### src/rtl/key_cond_pkg.sv
// Shared state encoding and 50 MHz default timing for the key conditioner.
package key_cond_pkg;

    typedef enum logic [1:0] {
        ST_IDLE         = 2'd0,
        ST_PRESS_QUAL   = 2'd1,
        ST_HELD         = 2'd2,
        ST_RELEASE_QUAL = 2'd3
    } key_state_e;

    localparam int unsigned DEF_NUM_KEYS        = 3;
    localparam int unsigned DEF_DEBOUNCE_CYCLES = 500000;    // 10 ms
    localparam int unsigned DEF_REPEAT_DELAY    = 25000000;  // 500 ms
    localparam int unsigned DEF_REPEAT_PERIOD   = 5000000;   // 100 ms

endpackage

### src/rtl/key_debounce_ch.sv
// One key channel: 2-flop synchroniser, qualify FSM and counter, registered pulses.
// Auto-repeat counter is built only when KEY_REPEAT_EN is defined.
module key_debounce_ch
    import key_cond_pkg::*;
#(
    parameter int unsigned DEBOUNCE_CYCLES = DEF_DEBOUNCE_CYCLES,
    parameter int unsigned REPEAT_DELAY    = DEF_REPEAT_DELAY,
    parameter int unsigned REPEAT_PERIOD   = DEF_REPEAT_PERIOD
) (
    input  logic clk_i,
    input  logic rst_i,
    input  logic key_n_i,
    output logic level_o,
    output logic press_o,
    output logic release_o,
    output logic repeat_o
);

    localparam int unsigned CNT_W = $clog2(DEBOUNCE_CYCLES + 1);
    localparam logic [CNT_W-1:0] CNT_LAST = CNT_W'(DEBOUNCE_CYCLES - 1);

    if (DEBOUNCE_CYCLES < 2) begin : g_bad_debounce
        $error("key_debounce_ch: DEBOUNCE_CYCLES must be >= 2");
    end
    if (REPEAT_PERIOD == 0 || REPEAT_PERIOD > REPEAT_DELAY) begin : g_bad_repeat
        $error("key_debounce_ch: need 0 < REPEAT_PERIOD <= REPEAT_DELAY");
    end

    logic [1:0]       sync_q;
    logic             sync_pressed;
    key_state_e       state_q, state_d;
    logic [CNT_W-1:0] cnt_q, cnt_d;
    logic             level_q, level_d;
    logic             press_q, press_d;
    logic             release_q, release_d;

    assign sync_pressed = ~sync_q[1];

    always_ff @(posedge clk_i) begin
        if (rst_i) begin
            sync_q    <= '1;
            state_q   <= ST_IDLE;
            cnt_q     <= '0;
            level_q   <= 1'b0;
            press_q   <= 1'b0;
            release_q <= 1'b0;
        end else begin
            sync_q    <= {sync_q[0], key_n_i};
            state_q   <= state_d;
            cnt_q     <= cnt_d;
            level_q   <= level_d;
            press_q   <= press_d;
            release_q <= release_d;
        end
    end

    // The edge that leaves IDLE/HELD already counts as the first differing cycle.
    always_comb begin
        state_d   = state_q;
        cnt_d     = cnt_q;
        level_d   = level_q;
        press_d   = 1'b0;
        release_d = 1'b0;
        unique case (state_q)
            ST_IDLE: begin
                if (sync_pressed) begin
                    state_d = ST_PRESS_QUAL;
                    cnt_d   = CNT_W'(1);
                end else begin
                    cnt_d = '0;
                end
            end
            ST_PRESS_QUAL: begin
                if (!sync_pressed) begin
                    state_d = ST_IDLE;
                    cnt_d   = '0;
                end else if (cnt_q == CNT_LAST) begin
                    state_d = ST_HELD;
                    cnt_d   = '0;
                    level_d = 1'b1;
                    press_d = 1'b1;
                end else begin
                    cnt_d = cnt_q + CNT_W'(1);
                end
            end
            ST_HELD: begin
                if (!sync_pressed) begin
                    state_d = ST_RELEASE_QUAL;
                    cnt_d   = CNT_W'(1);
                end else begin
                    cnt_d = '0;
                end
            end
            ST_RELEASE_QUAL: begin
                if (sync_pressed) begin
                    state_d = ST_HELD;
                    cnt_d   = '0;
                end else if (cnt_q == CNT_LAST) begin
                    state_d   = ST_IDLE;
                    cnt_d     = '0;
                    level_d   = 1'b0;
                    release_d = 1'b1;
                end else begin
                    cnt_d = cnt_q + CNT_W'(1);
                end
            end
            default: begin
                state_d = ST_IDLE;
                cnt_d   = '0;
            end
        endcase
    end

    assign level_o   = level_q;
    assign press_o   = press_q;
    assign release_o = release_q;

`ifdef KEY_REPEAT_EN
    localparam int unsigned RPT_W = $clog2(REPEAT_DELAY + 1);
    localparam logic [RPT_W-1:0] RPT_LAST   = RPT_W'(REPEAT_DELAY - 1);
    localparam logic [RPT_W-1:0] RPT_RELOAD = RPT_W'(REPEAT_DELAY - REPEAT_PERIOD);

    logic [RPT_W-1:0] rpt_q, rpt_d;
    logic             repeat_q, repeat_d;

    // Reloading to DELAY-PERIOD reuses the single DELAY compare for every later pulse.
    always_comb begin
        rpt_d    = rpt_q;
        repeat_d = 1'b0;
        if (state_q == ST_HELD && sync_pressed) begin
            if (rpt_q == RPT_LAST) begin
                repeat_d = 1'b1;
                rpt_d    = RPT_RELOAD;
            end else begin
                rpt_d = rpt_q + RPT_W'(1);
            end
        end else if (state_q != ST_HELD && state_q != ST_RELEASE_QUAL) begin
            rpt_d = '0;
        end
    end

    always_ff @(posedge clk_i) begin
        if (rst_i) begin
            rpt_q    <= '0;
            repeat_q <= 1'b0;
        end else begin
            rpt_q    <= rpt_d;
            repeat_q <= repeat_d;
        end
    end

    assign repeat_o = repeat_q;
`else
    assign repeat_o = 1'b0;
`endif

endmodule

### src/rtl/key_conditioner.sv
// Debounced level/press/release (and KEY_REPEAT_EN auto-repeat) for the active-low push keys.
// One independent key_debounce_ch per key.
module key_conditioner
    import key_cond_pkg::*;
#(
    parameter int unsigned NUM_KEYS        = DEF_NUM_KEYS,
    parameter int unsigned DEBOUNCE_CYCLES = DEF_DEBOUNCE_CYCLES,
    parameter int unsigned REPEAT_DELAY    = DEF_REPEAT_DELAY,
    parameter int unsigned REPEAT_PERIOD   = DEF_REPEAT_PERIOD
) (
    input  logic                clk,
    input  logic                reset,
    input  logic [NUM_KEYS-1:0] key_n,
    output logic [NUM_KEYS-1:0] key_level,
    output logic [NUM_KEYS-1:0] key_press,
    output logic [NUM_KEYS-1:0] key_release,
    output logic [NUM_KEYS-1:0] key_repeat
);

    for (genvar i = 0; i < NUM_KEYS; i++) begin : g_ch
        key_debounce_ch #(
            .DEBOUNCE_CYCLES (DEBOUNCE_CYCLES),
            .REPEAT_DELAY    (REPEAT_DELAY),
            .REPEAT_PERIOD   (REPEAT_PERIOD)
        ) u_ch (
            .clk_i     (clk),
            .rst_i     (reset),
            .key_n_i   (key_n[i]),
            .level_o   (key_level[i]),
            .press_o   (key_press[i]),
            .release_o (key_release[i]),
            .repeat_o  (key_repeat[i])
        );
    end

endmodule
### config.mk
export PLATFORM = sky130hd
export DESIGN_NAME = key_conditioner
export DESIGN_NICKNAME = d
export VERILOG_FILES = /design/src/rtl/key_cond_pkg.sv /design/src/rtl/key_debounce_ch.sv /design/src/rtl/key_conditioner.sv
export SDC_FILE = /design/constraint.sdc
export NUM_CORES = 1
export LEC_CHECK = 0
export CAP_MARGIN = 20
export CELL_PAD_IN_SITES_DETAIL_PLACEMENT = 2
export CELL_PAD_IN_SITES_GLOBAL_PLACEMENT = 2
export CORE_MARGIN = 1.5
export CORE_UTILIZATION = 40
export DETAILED_ROUTE_END_ITERATION = 16
export MAX_ROUTING_LAYER = met4
export PLACE_DENSITY = 0.9
export SLEW_MARGIN = 20
export SYNTH_ARGS = -nofsm -noshare
export SYNTH_HDL_FRONTEND = slang
export SYNTH_SLANG_ARGS = --single-unit
export TNS_END_PERCENT = 30
### constraint.sdc
create_clock -name clk -period 5.2 [get_ports clk]
set_input_delay 0.78 -clock clk [delete_from_list [all_inputs] [get_ports clk]]
set_output_delay 0.78 -clock clk [all_outputs]
set_load 0.02 [all_outputs]
==> results.toml <==
[global_route]
grt_pass1_wl_um = 16700
met1_capacity_usage_during_global_routing_pct = 26.5
vias_in_the_first_global_route = 3240
globalRouteMet3Util_pct = 3.95
antenna_found_initial = 0
grtUsageTotal_pct = 24.9
grtUsageMet2_pct = 44.5
globalRoute.totalOverflow = 0
globalRoute.busiestLayer = "met2"
grt_start_max_net_pins = 20

[timing]
clock-skew-final_ps = 16.0
final.min_clock_period_ps = 2600
worst_slew_pin_slew_ps = 712
setup_violations = 0
finalSetupTns_ps = 0
grt_setup_unrepaired = "false"
report.final.slew_viol_count = 0
final_min_period_over_clock_period_pct = 50.0
max_freq_mhz = 385
final_hold_viol_count = 0
slew_headroom_pct = 52.5

[place]
placement.io_buffers = 13
gp_congestion = 0.765
detailedPlacementHpwl_um = 6320
place_area_mm2 = 0.00362
numPlacedInstances = 487

[finish]
fillers = 902
finish.cell_count_without_fillers = 502
p_r_area_growth_vs_syn_pct = 11.0
layout.cells.most_common = "sky130_fd_sc_hd__dfxtp_1"
layout.cells.most_common_list = "sky130_fd_sc_hd__dfxtp_1 (78), sky130_fd_sc_hd__nor2_1 (56), sky130_fd_sc_hd__xnor2_1 (27)"
final_design_area_no_fill_mm2 = 0.00386
antenna_cells = 0
nets = 401
post_route_cells_drive_above_1_share_pct = 9.07

[floorplanning]
die_h_um = 96.3
die_w_um = 96.3
std_cell_rows = 33
initial_utilization_pct = 41.7
ios = 17
core_mm2 = 0.00834
design.die.area_mm2 = 0.00927

[yosys]
synth.top_cells.by_area = "sky130_fd_sc_hd__dfxtp_1 (45%), sky130_fd_sc_hd__xnor2_1 (6.8%), sky130_fd_sc_hd__nor2_1 (6.0%), sky130_fd_sc_hd__xor2_1 (4.3%), sky130_fd_sc_hd__nand3_1 (3.6%)"
netlist_instances = 388
synth-xor-area-share_pct = 11.1
post_synth_num_cell_types = 42
yosys_warnings = 0
synth_area_mm2 = 0.00348
yosys.area.top_type = "sky130_fd_sc_hd__dfxtp_1"
yosys-mux-area-fraction_pct = 0
post_synthesis_sequential_area_ratio_pct = 44.9
synth_compound_gate_area_share_pct = 8.30
post-synth-top-area-fraction_pct = 44.9
synthAdderAreaFrac_pct = 1.08
synthesis.area_per_instance_um2 = 8.97
postSynthRegisterBits = 78
combinational_family_with_the_most_area_after_synthesis = "simple AND/OR/NAND/NOR gates"
synthSimpleGateAreaFrac_pct = 29.5

[detailed_routing]
antenna_violating_nets_post_route = 0
firstDrtPassIters = 4
wl_per_instance_um = 20.5
drt_drc_violations_left = 0
route.final.wire_length_um = 10300
vias_per_cell = 5.82
num_vias = 2924
number_of_drc_markers_in_iteration_0 = 81

[critical_path]
timing.critical_path.slowest_stage_cell = "sky130_fd_sc_hd__clkdlybuf4s50_1"
worst-setup-path-type = "in -> reg"
crit_buf_inv = 2
slowest_delay_ps = 910
end_kind = "flip-flop"
startpoint_type = "input pin"
critical_path.top_delay_family = "buffers and inverters"
timing.critical_path.cells = "clkdlybuf4s50_1, inv_1, nand3_1, a21o_1, nor2_1"
crit_fanout = 19
timing.critical_path.arrival_ps = 2800
worstPathRequired_ps = 5400

[power_and_ir_drop]
vdd_ir_drop_max_mv = 0.107
power_per_cell_area_mw_per_mm2 = 312
power_leakage_uw = 0.00116
report.power.total_uw = 1200

[cts]
cts_hold_repair.buffers = 0
root_buffer = "sky130_fd_sc_hd__clkbuf_8"
clock_sinks = 78
cts.repair.resized = 0
cts_tree = "yes"
clk-insertion-delay-late_ps = 350
cts_inserted_buffers = 9
post_cts_repair_setup_buffers = 0
max-clock-path-buffers = 2
h-tree-depth = 3
clk_transition_reported_paths_ps = 90

[min_path]
min_path_type = "reg -> reg"

[run_status]
outcome = "finished clean"

[run]
max_cap_viol = 0
[worst paths after layout]
| kind | start | end | slack [ps] | cells past startpoint |
|---|---|---|---|---|
| worst max register to register | g_ch[2].u_ch.cnt_q[0] | g_ch[2].u_ch.cnt_q[3] | 2740 | 5 |
| worst min register to register | g_ch[0].u_ch.sync_q[0] | g_ch[0].u_ch.sync_q[1] | 420 | 1 |
| worst min-delay path | g_ch[0].u_ch.sync_q[0] | g_ch[0].u_ch.sync_q[1] | 420 | 1 |
| worst max-delay path | reset | g_ch[1].u_ch.cnt_q[5] | 2600 | 5 |
[power by group]
part	switching [uW]	internal [uW]	total, uW
sequential	5.32	602	608
combinational	14.8	13.4	28.2
clock	238	331	569
total	258	947	1200
[final cells by class]
type                    instances  area, um2  area share (%)
well taps                     105        131            3.40
clock inverters                 5        108            2.79
multi-input cells             279       1750            45.3
repair buffers                 13        130            3.37
flip-flops and latches         78       1560            40.4
inverters                      12       45.0            1.17
clock buffers                  10        138            3.56
[through the flow]
| step | worst slack, ps | util [%] | hold slack (ps) |
|---|---|---|---|
| after global placement | 2450 | 43.4 | 393 |
| after CTS | 2580 | 46.3 | 424 |
| after detailed placement | 2270 | 43.4 | 402 |
| after global routing | 2440 | 46.3 | 433 |
| final | 2600 | 46.3 | 419 |
| after floorplan | 3390 | - | 389 |
[Yosys cell counts]
cell and count:
sky130_fd_sc_hd__nand4_4 1, sky130_fd_sc_hd__clkbuf_1 4, sky130_fd_sc_hd__nand2_1 18, sky130_fd_sc_hd__conb_1 1, sky130_fd_sc_hd__and3_1 5, sky130_fd_sc_hd__or4_1 5, sky130_fd_sc_hd__or3_1 8, sky130_fd_sc_hd__xnor2_1 27
sky130_fd_sc_hd__nand3_2 1, sky130_fd_sc_hd__a211oi_1 2, sky130_fd_sc_hd__or4_4 1, sky130_fd_sc_hd__or3_4 1, sky130_fd_sc_hd__o21bai_2 1, sky130_fd_sc_hd__a31oi_1 6, sky130_fd_sc_hd__nor4_2 1, sky130_fd_sc_hd__dfxtp_1 78
sky130_fd_sc_hd__nor4_1 11, sky130_fd_sc_hd__a21bo_2 2, sky130_fd_sc_hd__nor4b_1 3, sky130_fd_sc_hd__nand4_1 18, sky130_fd_sc_hd__or2_2 8, sky130_fd_sc_hd__o31ai_1 4, sky130_fd_sc_hd__buf_2 4, sky130_fd_sc_hd__and4b_2 1
sky130_fd_sc_hd__nor2_1 56, sky130_fd_sc_hd__a21oi_1 11, sky130_fd_sc_hd__a21o_2 1, sky130_fd_sc_hd__a21o_1 4, sky130_fd_sc_hd__inv_1 12, sky130_fd_sc_hd__ha_1 3, sky130_fd_sc_hd__a211o_1 1, sky130_fd_sc_hd__nand3_1 25
sky130_fd_sc_hd__o21ai_0 7, sky130_fd_sc_hd__a41o_1 2, sky130_fd_sc_hd__or4b_1 1, sky130_fd_sc_hd__nand2b_1 2, sky130_fd_sc_hd__and4_1 8, sky130_fd_sc_hd__xor2_1 17, sky130_fd_sc_hd__a31o_2 2, sky130_fd_sc_hd__nor4_4 1
sky130_fd_sc_hd__nor3_1 11, sky130_fd_sc_hd__buf_4 13
[worst register-to-register path, cell delays in order (launching register included)]
cell and delay, ps:
sky130_fd_sc_hd__dfxtp_1 430, sky130_fd_sc_hd__ha_1 260, sky130_fd_sc_hd__and4_1 380, sky130_fd_sc_hd__nand4_1 380, sky130_fd_sc_hd__o21bai_2 710, sky130_fd_sc_hd__nor2_1 150
[sequential cells by signal (all words and copies together), names as in the netlist, named ones only]
register / cells
g_ch.u_ch.state_q: 3
g_ch.u_ch.release_o: 3
g_ch.u_ch.press_o: 3
g_ch.u_ch.cnt_q: 57
g_ch.u_ch.sync_q: 6
g_ch.u_ch.level_o: 3
[kinds of logic after synthesis]
kind of cell | after synthesis
xor gates and xnor gates | 44
AOI/OAI and AO/OA | 43
buffers and inverters | 33
other | 1
DFF | 78
and+or+nand+nor | 186
adders and majority gates | 3
[routing by layer]
layer  wire length (um)  vias up
met3                232       31
met4                351        0
met1               4240     1475
met5                  0        -
met2               5480       48
li1                   -     1370
No activity file was read; power rests on OpenSTA's default activity.
